$ cat src/rtl/branch_resolver.sv
// Prediction queue checked in order against execute outcomes; a mispredict flushes the queue and redirects fetch.
// Optional BR_STATS_EN adds saturating resolved-branch and mispredict counters.
module branch_resolver #(
  parameter int DEPTH = 8,
  parameter int AW    = 32
) (
  input  logic          clk,
  input  logic          rst,
  input  logic          pq_push,
  input  logic [AW-1:0] pq_pc,
  input  logic          pq_hit,
  input  logic          pq_taken,
  input  logic [AW-1:0] pq_paddr,
  output logic          pq_full,
  input  logic          res_valid,
  input  logic          res_taken,
  input  logic [AW-1:0] res_target,
  output logic          res_ready,
  output logic          mispred,
  output logic [AW-1:0] t_addr,
  output logic [AW-1:0] tp_addr,
  output logic          redirect,
  output logic [AW-1:0] redirect_pc,
  output logic [31:0]   br_cnt,
  output logic [31:0]   mp_cnt
);

  localparam int PW = $clog2(DEPTH);
  localparam int CW = PW + 1;

  logic [AW-1:0] pc_mem    [DEPTH];
  logic          hit_mem   [DEPTH];
  logic          taken_mem [DEPTH];
  logic [AW-1:0] paddr_mem [DEPTH];

  logic [PW-1:0] wr_ptr_q, wr_ptr_d;
  logic [PW-1:0] rd_ptr_q, rd_ptr_d;
  logic [CW-1:0] cnt_q, cnt_d;
  logic          full_q, full_d;
  logic          ready_q, ready_d;
  logic          mispred_q;
  logic [AW-1:0] t_addr_q, t_addr_d;
  logic [AW-1:0] tp_addr_q, tp_addr_d;
  logic [AW-1:0] rpc_q, rpc_d;

  logic          res_acc;
  logic          push_acc;
  logic          head_ptaken;
  logic          mp;

  always_comb begin
    head_ptaken = hit_mem[rd_ptr_q] & taken_mem[rd_ptr_q];
    res_acc     = res_valid & ready_q;
    mp          = res_acc & ((head_ptaken != res_taken) |
                  (head_ptaken & res_taken & (paddr_mem[rd_ptr_q] != res_target)));
    // A full queue still takes a push when the head retires in the same cycle.
    push_acc    = pq_push & ~mispred_q & (~full_q | res_acc);

    wr_ptr_d  = wr_ptr_q;
    rd_ptr_d  = rd_ptr_q;
    cnt_d     = cnt_q;
    t_addr_d  = t_addr_q;
    tp_addr_d = tp_addr_q;
    rpc_d     = rpc_q;

    if (mp) begin
      wr_ptr_d  = '0;
      rd_ptr_d  = '0;
      cnt_d     = '0;
      t_addr_d  = pc_mem[rd_ptr_q];
      tp_addr_d = res_target;
      rpc_d     = res_taken ? res_target : pc_mem[rd_ptr_q] + AW'(4);
    end else begin
      if (push_acc) wr_ptr_d = wr_ptr_q + PW'(1);
      if (res_acc)  rd_ptr_d = rd_ptr_q + PW'(1);
      cnt_d = cnt_q + CW'(push_acc) - CW'(res_acc);
    end

    full_d  = (cnt_d == CW'(DEPTH));
    ready_d = (cnt_d != '0);
  end

  always_ff @(posedge clk) begin
    if (push_acc && !mp) begin
      pc_mem[wr_ptr_q]    <= pq_pc;
      hit_mem[wr_ptr_q]   <= pq_hit;
      taken_mem[wr_ptr_q] <= pq_taken;
      paddr_mem[wr_ptr_q] <= pq_paddr;
    end
  end

  always_ff @(posedge clk or negedge rst) begin
    if (!rst) begin
      wr_ptr_q  <= '0;
      rd_ptr_q  <= '0;
      cnt_q     <= '0;
      full_q    <= 1'b0;
      ready_q   <= 1'b0;
      mispred_q <= 1'b0;
      t_addr_q  <= '0;
      tp_addr_q <= '0;
      rpc_q     <= '0;
    end else begin
      wr_ptr_q  <= wr_ptr_d;
      rd_ptr_q  <= rd_ptr_d;
      cnt_q     <= cnt_d;
      full_q    <= full_d;
      ready_q   <= ready_d;
      mispred_q <= mp;
      t_addr_q  <= t_addr_d;
      tp_addr_q <= tp_addr_d;
      rpc_q     <= rpc_d;
    end
  end

  assign pq_full     = full_q;
  assign res_ready   = ready_q;
  assign mispred     = mispred_q;
  assign redirect    = mispred_q;
  assign t_addr      = t_addr_q;
  assign tp_addr     = tp_addr_q;
  assign redirect_pc = rpc_q;

`ifdef BR_STATS_EN
  logic [31:0] br_cnt_q, mp_cnt_q;

  always_ff @(posedge clk or negedge rst) begin
    if (!rst) begin
      br_cnt_q <= '0;
      mp_cnt_q <= '0;
    end else begin
      if (res_acc && (br_cnt_q != '1)) br_cnt_q <= br_cnt_q + 32'd1;
      if (mp && (mp_cnt_q != '1))      mp_cnt_q <= mp_cnt_q + 32'd1;
    end
  end

  assign br_cnt = br_cnt_q;
  assign mp_cnt = mp_cnt_q;
`else
  assign br_cnt = '0;
  assign mp_cnt = '0;
`endif

endmodule
$ cat config.mk
export PLATFORM = sky130hd
export DESIGN_NAME = branch_resolver
export DESIGN_NICKNAME = d
export VERILOG_FILES = /design/src/rtl/branch_resolver.sv
export SDC_FILE = /design/constraint.sdc
export NUM_CORES = 1
export LEC_CHECK = 0
export BUFFER_PORTS_ARGS = -buffer_cell sky130_fd_sc_hd__buf_2
export CAP_MARGIN = 20
export CORE_MARGIN = 2
export CORE_UTILIZATION = 30
export CTS_CLUSTER_SIZE = 28
export DETAILED_ROUTE_END_ITERATION = 10
export GPL_TIMING_DRIVEN = 0
export PLACE_DENSITY = 0.43
export SLEW_MARGIN = 15
export SYNTH_ARGS = -nofsm -noshare
export SYNTH_HDL_FRONTEND = slang
export SYNTH_SLANG_ARGS = --single-unit
$ cat constraint.sdc
create_clock -name clk -period 23.2 [get_ports clk]
set_input_delay 6.96 -clock clk [delete_from_list [all_inputs] [get_ports clk]]
set_output_delay 6.96 -clock clk [all_outputs]
set_load 0.01 [all_outputs]
==> flow_metrics.py <==
metrics = {
    "run_status": {
        "run_status": "finished, final reports clean",
    },
    "grt": {
        "grt_max_degree": 68,
        "antenna_found_initial": 22,
        "globalRoute.totalOverflow": 0,
        "gr_usage_total_pct": 17.3,
        "first_global_vias": 14500,
        "grt_first_pass_wirelength_um": 109000,
    },
    "power_and_ir_drop": {
        "power_switching_w": 0.00122,
        "power_frac_comb_pct": 31.1,
        "internal-power_w": 0.00259,
        "power_leakage_nw": 11.6,
        "p_clk_share_pct": 29.1,
        "design_power_total_w": 0.00381,
        "swShare_pct": 32.0,
        "vdd_ir_drop_max_mv": 0.0500,
        "p_seq_share_pct": 39.8,
        "power.density_nw_per_um2": 120,
    },
    "floorplan": {
        "initial_core_util_pct": 30.3,
        "pin_count": 267,
        "placement_rows": 107,
        "floorplan.die.width_um": 298,
        "design.core.area_um2": 85300,
        "die-area_um2": 88600,
        "die_h_um": 298,
    },
    "route": {
        "post-route-drc-count": 0,
        "drtPass1Iterations": 6,
        "via_per_inst": 4.64,
        "routed-via-count": 14100,
        "route.final.wire_length_um": 76700,
        "drt_iter0_markers": 1175,
        "avgRoutedWirePerCell_um": 25.2,
        "antenna_left": 0,
    },
    "placed_design": {
        "dpl_cell_area_um2": 29500,
        "gp_weighted_congestion": 0.746,
        "hpwl_um": 57700,
        "input_output_buffers": 202,
    },
    "hold_path": {
        "hold_start": "t_addr[21]",
        "hp-class": "register to register",
        "hold-path-cell-count": 1,
        "min_delay_worst_endpoint": "t_addr[21]",
    },
    "cells_and_area": {
        "regArea_um2": 18600,
        "fill_cells": 8015,
        "share_of_cells_above_drive_strength_1_pct": 37.5,
        "layout.nets": 1943,
        "multiInputGateArea_um2": 6640,
        "final_cell_area_um2": 31800,
        "flow.area_growth_from_synthesis_pct": 23.0,
    },
    "clock_network": {
        "cts_resized": 0,
        "clock_sink_count": 637,
        "hold_buffers_post_cts": 0,
        "cts-buffers-inserted": 73,
        "cts_setup_buffers": 0,
        "clock_tree_from_tritoncts": "done",
        "clock_tree.buffer_depth": 3,
        "clock_edge_transition_at_the_registers_on_the_reported_setup_and_hold_paths_ns": 0.05,
        "insertion_delay_ns": 0.62,
        "htreeDepth": 3,
        "cts-root-buf": "clkbuf_16",
    },
    "critical_path": {
        "crit_fanout": 10,
        "slowest_stage": "nor4_1",
        "critical_path_class": "input port to register",
        "cpMostUsedCell": "buf_2",
        "worst_setup_path_start_kind": "input port",
        "timing.critical_path.cells": "buf_2, xor2_1, o2111ai_1, nor4_1, a31oi_1, o21ai_4, inv_2, buf_2, nor4_2, buf_2, buf_2, buf_4, buf_4, buf_2, buf_4, buf_4",
        "critical_path_arrival_ns": 11.65,
        "worstReg2RegStart": "rd_ptr_q[2]",
        "end_kind": "register",
        "r2r_depth": 20,
        "critical_path_required_ns": 23.50,
        "slowest_delay_ns": 0.70,
        "worst_path_dominant_cell_family": "buffers and inverters",
        "worstPathBufferInverterCount": 10,
        "ff2ff_setup_slack_ns": 16.10,
        "r2r-end": "pc_mem[1][17]",
    },
    "sta": {
        "slew_violations": 0,
        "max_slew_margin_pct": 21.5,
        "finalCriticalPeriod_ns": 11.35,
        "finalCritPeriodShare_pct": 48.9,
        "report.final.setup_viol": 0,
        "finalHoldViolations": 0,
        "worst_clock_skew_ns": 0.0357,
        "clock.fmax_ghz": 0.0881,
        "setup_repair_after_global_routing_missed_its_margin": "no",
        "worstMarginPinSlew_ns": 1.14,
    },
    "synth": {
        "postSynthCellCount": 1371,
        "fraction_of_synthesis_flops_using_an_asynchronous_set_or_reset_pin_pct": 17.1,
        "synth_cell_types": 55,
        "syn_area_per_cell_um2": 18.9,
        "netlist_top_cells_area": "edfxtp_1 61%, dfrtp_1 11%, mux4_2 9.8%, mux2i_1 3.1%, mux2_2 2.4%",
        "synthesis.area_um2": 25900,
        "synth.yosys.warnings": 0,
        "ys_ff_latch": 637,
        "synthMostInstantiatedCell": "edfxtp_1",
        "synth_top_cell_area_share_pct": 61.3,
        "synth-seq-area-share_pct": 71.8,
        "synth_top_flop_cell": "edfxtp_1",
        "synth_edf_count": 528,
        "yosys.area.top_type": "edfxtp_1",
        "synth_common_cells": "528 x edfxtp_1, 113 x mux4_2, 109 x dfrtp_1",
    },
    "flow_run": {
        "timing.max_cap.violations": 0,
    },
}
registers in the layout, summed over array words and instances, names as in the netlist:
signal       flops
rd_ptr_q         3
paddr_mem      256
cnt_q            4
redirect_pc     32
taken_mem        8
tp_addr         32
mispred          1
pq_full          1
t_addr          32
res_ready        1
wr_ptr_q         3
hit_mem          8
pc_mem         256
metal layers:
layer | part of all wire (%) | vias up | global-route usage, %
met4 | 1.6 | 16 | 4.04
met1 | 46 | 7334 | 24.8
li1 | - | 6202 | -
met5 | 0.12 | - | 0
met3 | 7.0 | 99 | 4.02
met2 | 45 | 467 | 26.6
cell usage in the layout (no fill, tap or decap), drive strengths merged, types with 2 or more instances in the layout:
master,instances
inv,27
diode,6
edfxtp,528
nand3,14
clkbuf,111
nand2b,4
nor4,8
nor3,2
nand2,60
clkinv,25
o31ai,4
xnor2,19
and4,2
and3,4
dfrtp,109
o22ai,5
o21ai,35
bufinv,4
a2bb2oi,2
nor3b,2
buf,439
nor4b,5
conb,64
mux2,102
mux2i,81
mux4,113
nor2,15
xor2,40
a22o,3
nand3b,5
nand4,10
and2,6
a21oi,5
nor2b,7
a221oi,4
a221o,2
or3,3
ha,8
power groups by stage:
stage / registers, W / logic [W] / clock network, W
final: 0.00152 / 0.00119 / 0.00111
after global routing: 0.00153 / 0.00129 / 0.00119
after floorplan: 0.00156 / 0.000691 / 0
after CTS: 0.00152 / 0.00121 / 0.00114
after detailed placement: 0.00154 / 0.00121 / 0
after global placement: 0.00158 / 0.00116 / 0
area by class of cell:
class | count | area share, %
clock buffer | 102 | 6.41
buffer | 126 | 2.63
multi-input combinational | 646 | 20.9
clock inverter | 32 | 0.795
tap | 1144 | 4.50
timing repair buffer | 322 | 6.01
antenna | 6 | 0.0472
inverter | 25 | 0.295
sequential | 637 | 58.4
worst reg2reg max path: cells and delay by family, from the launching register on:
kind            cells  cell delay [ns]
fa+ha+maj           1             0.20
simple gates        1             0.50
mux                 1             0.45
flops               1             0.41
buf+inv            15             4.58
compound gates      2             0.66
worst max-delay path by stage:
stage,start,slack [ns],to,cells after the start
finish,res_target[24],11.85,pc_mem[1][17],16
global route,res_target[24],11.63,pc_mem[1][17],16
CTS,res_target[24],11.81,pc_mem[1][17],16
detailed placement,res_target[24],11.17,pc_mem[1][17],16
global placement,res_target[24],-3.98,pc_mem[7][18],9
floorplan,res_target[24],7.42,hit_mem[3],8
through the flow:
step                      setup WS [ns]  hold slack (ns)  cells  utilization, %  TNS [ns]
after detailed placement          11.17            0.473   2900            34.6         0
final                             11.85            0.480   3040            37.3         0
after floorplan                    7.42            0.529   1434               -         0
after global routing              11.63            0.511   3034            37.3         0
after CTS                         11.81            0.486   3034            37.3         0
after global placement            -3.98            0.466   2780            33.5  -1464.18
cells by family after synthesis:
kind of cell               Yosys count  share of synthesized area [%]
xor gates and xnor gates            59                           2.00
DFF                                637                           71.8
other                                1                         0.0145
and+or+nand+nor                    150                           2.98
adders and majority gates            9                          0.464
AOI/OAI and AO/OA                   68                           1.69
muxes                              296                           17.4
buffers and inverters              151                           3.59
(Power assumes the default switching activity.)
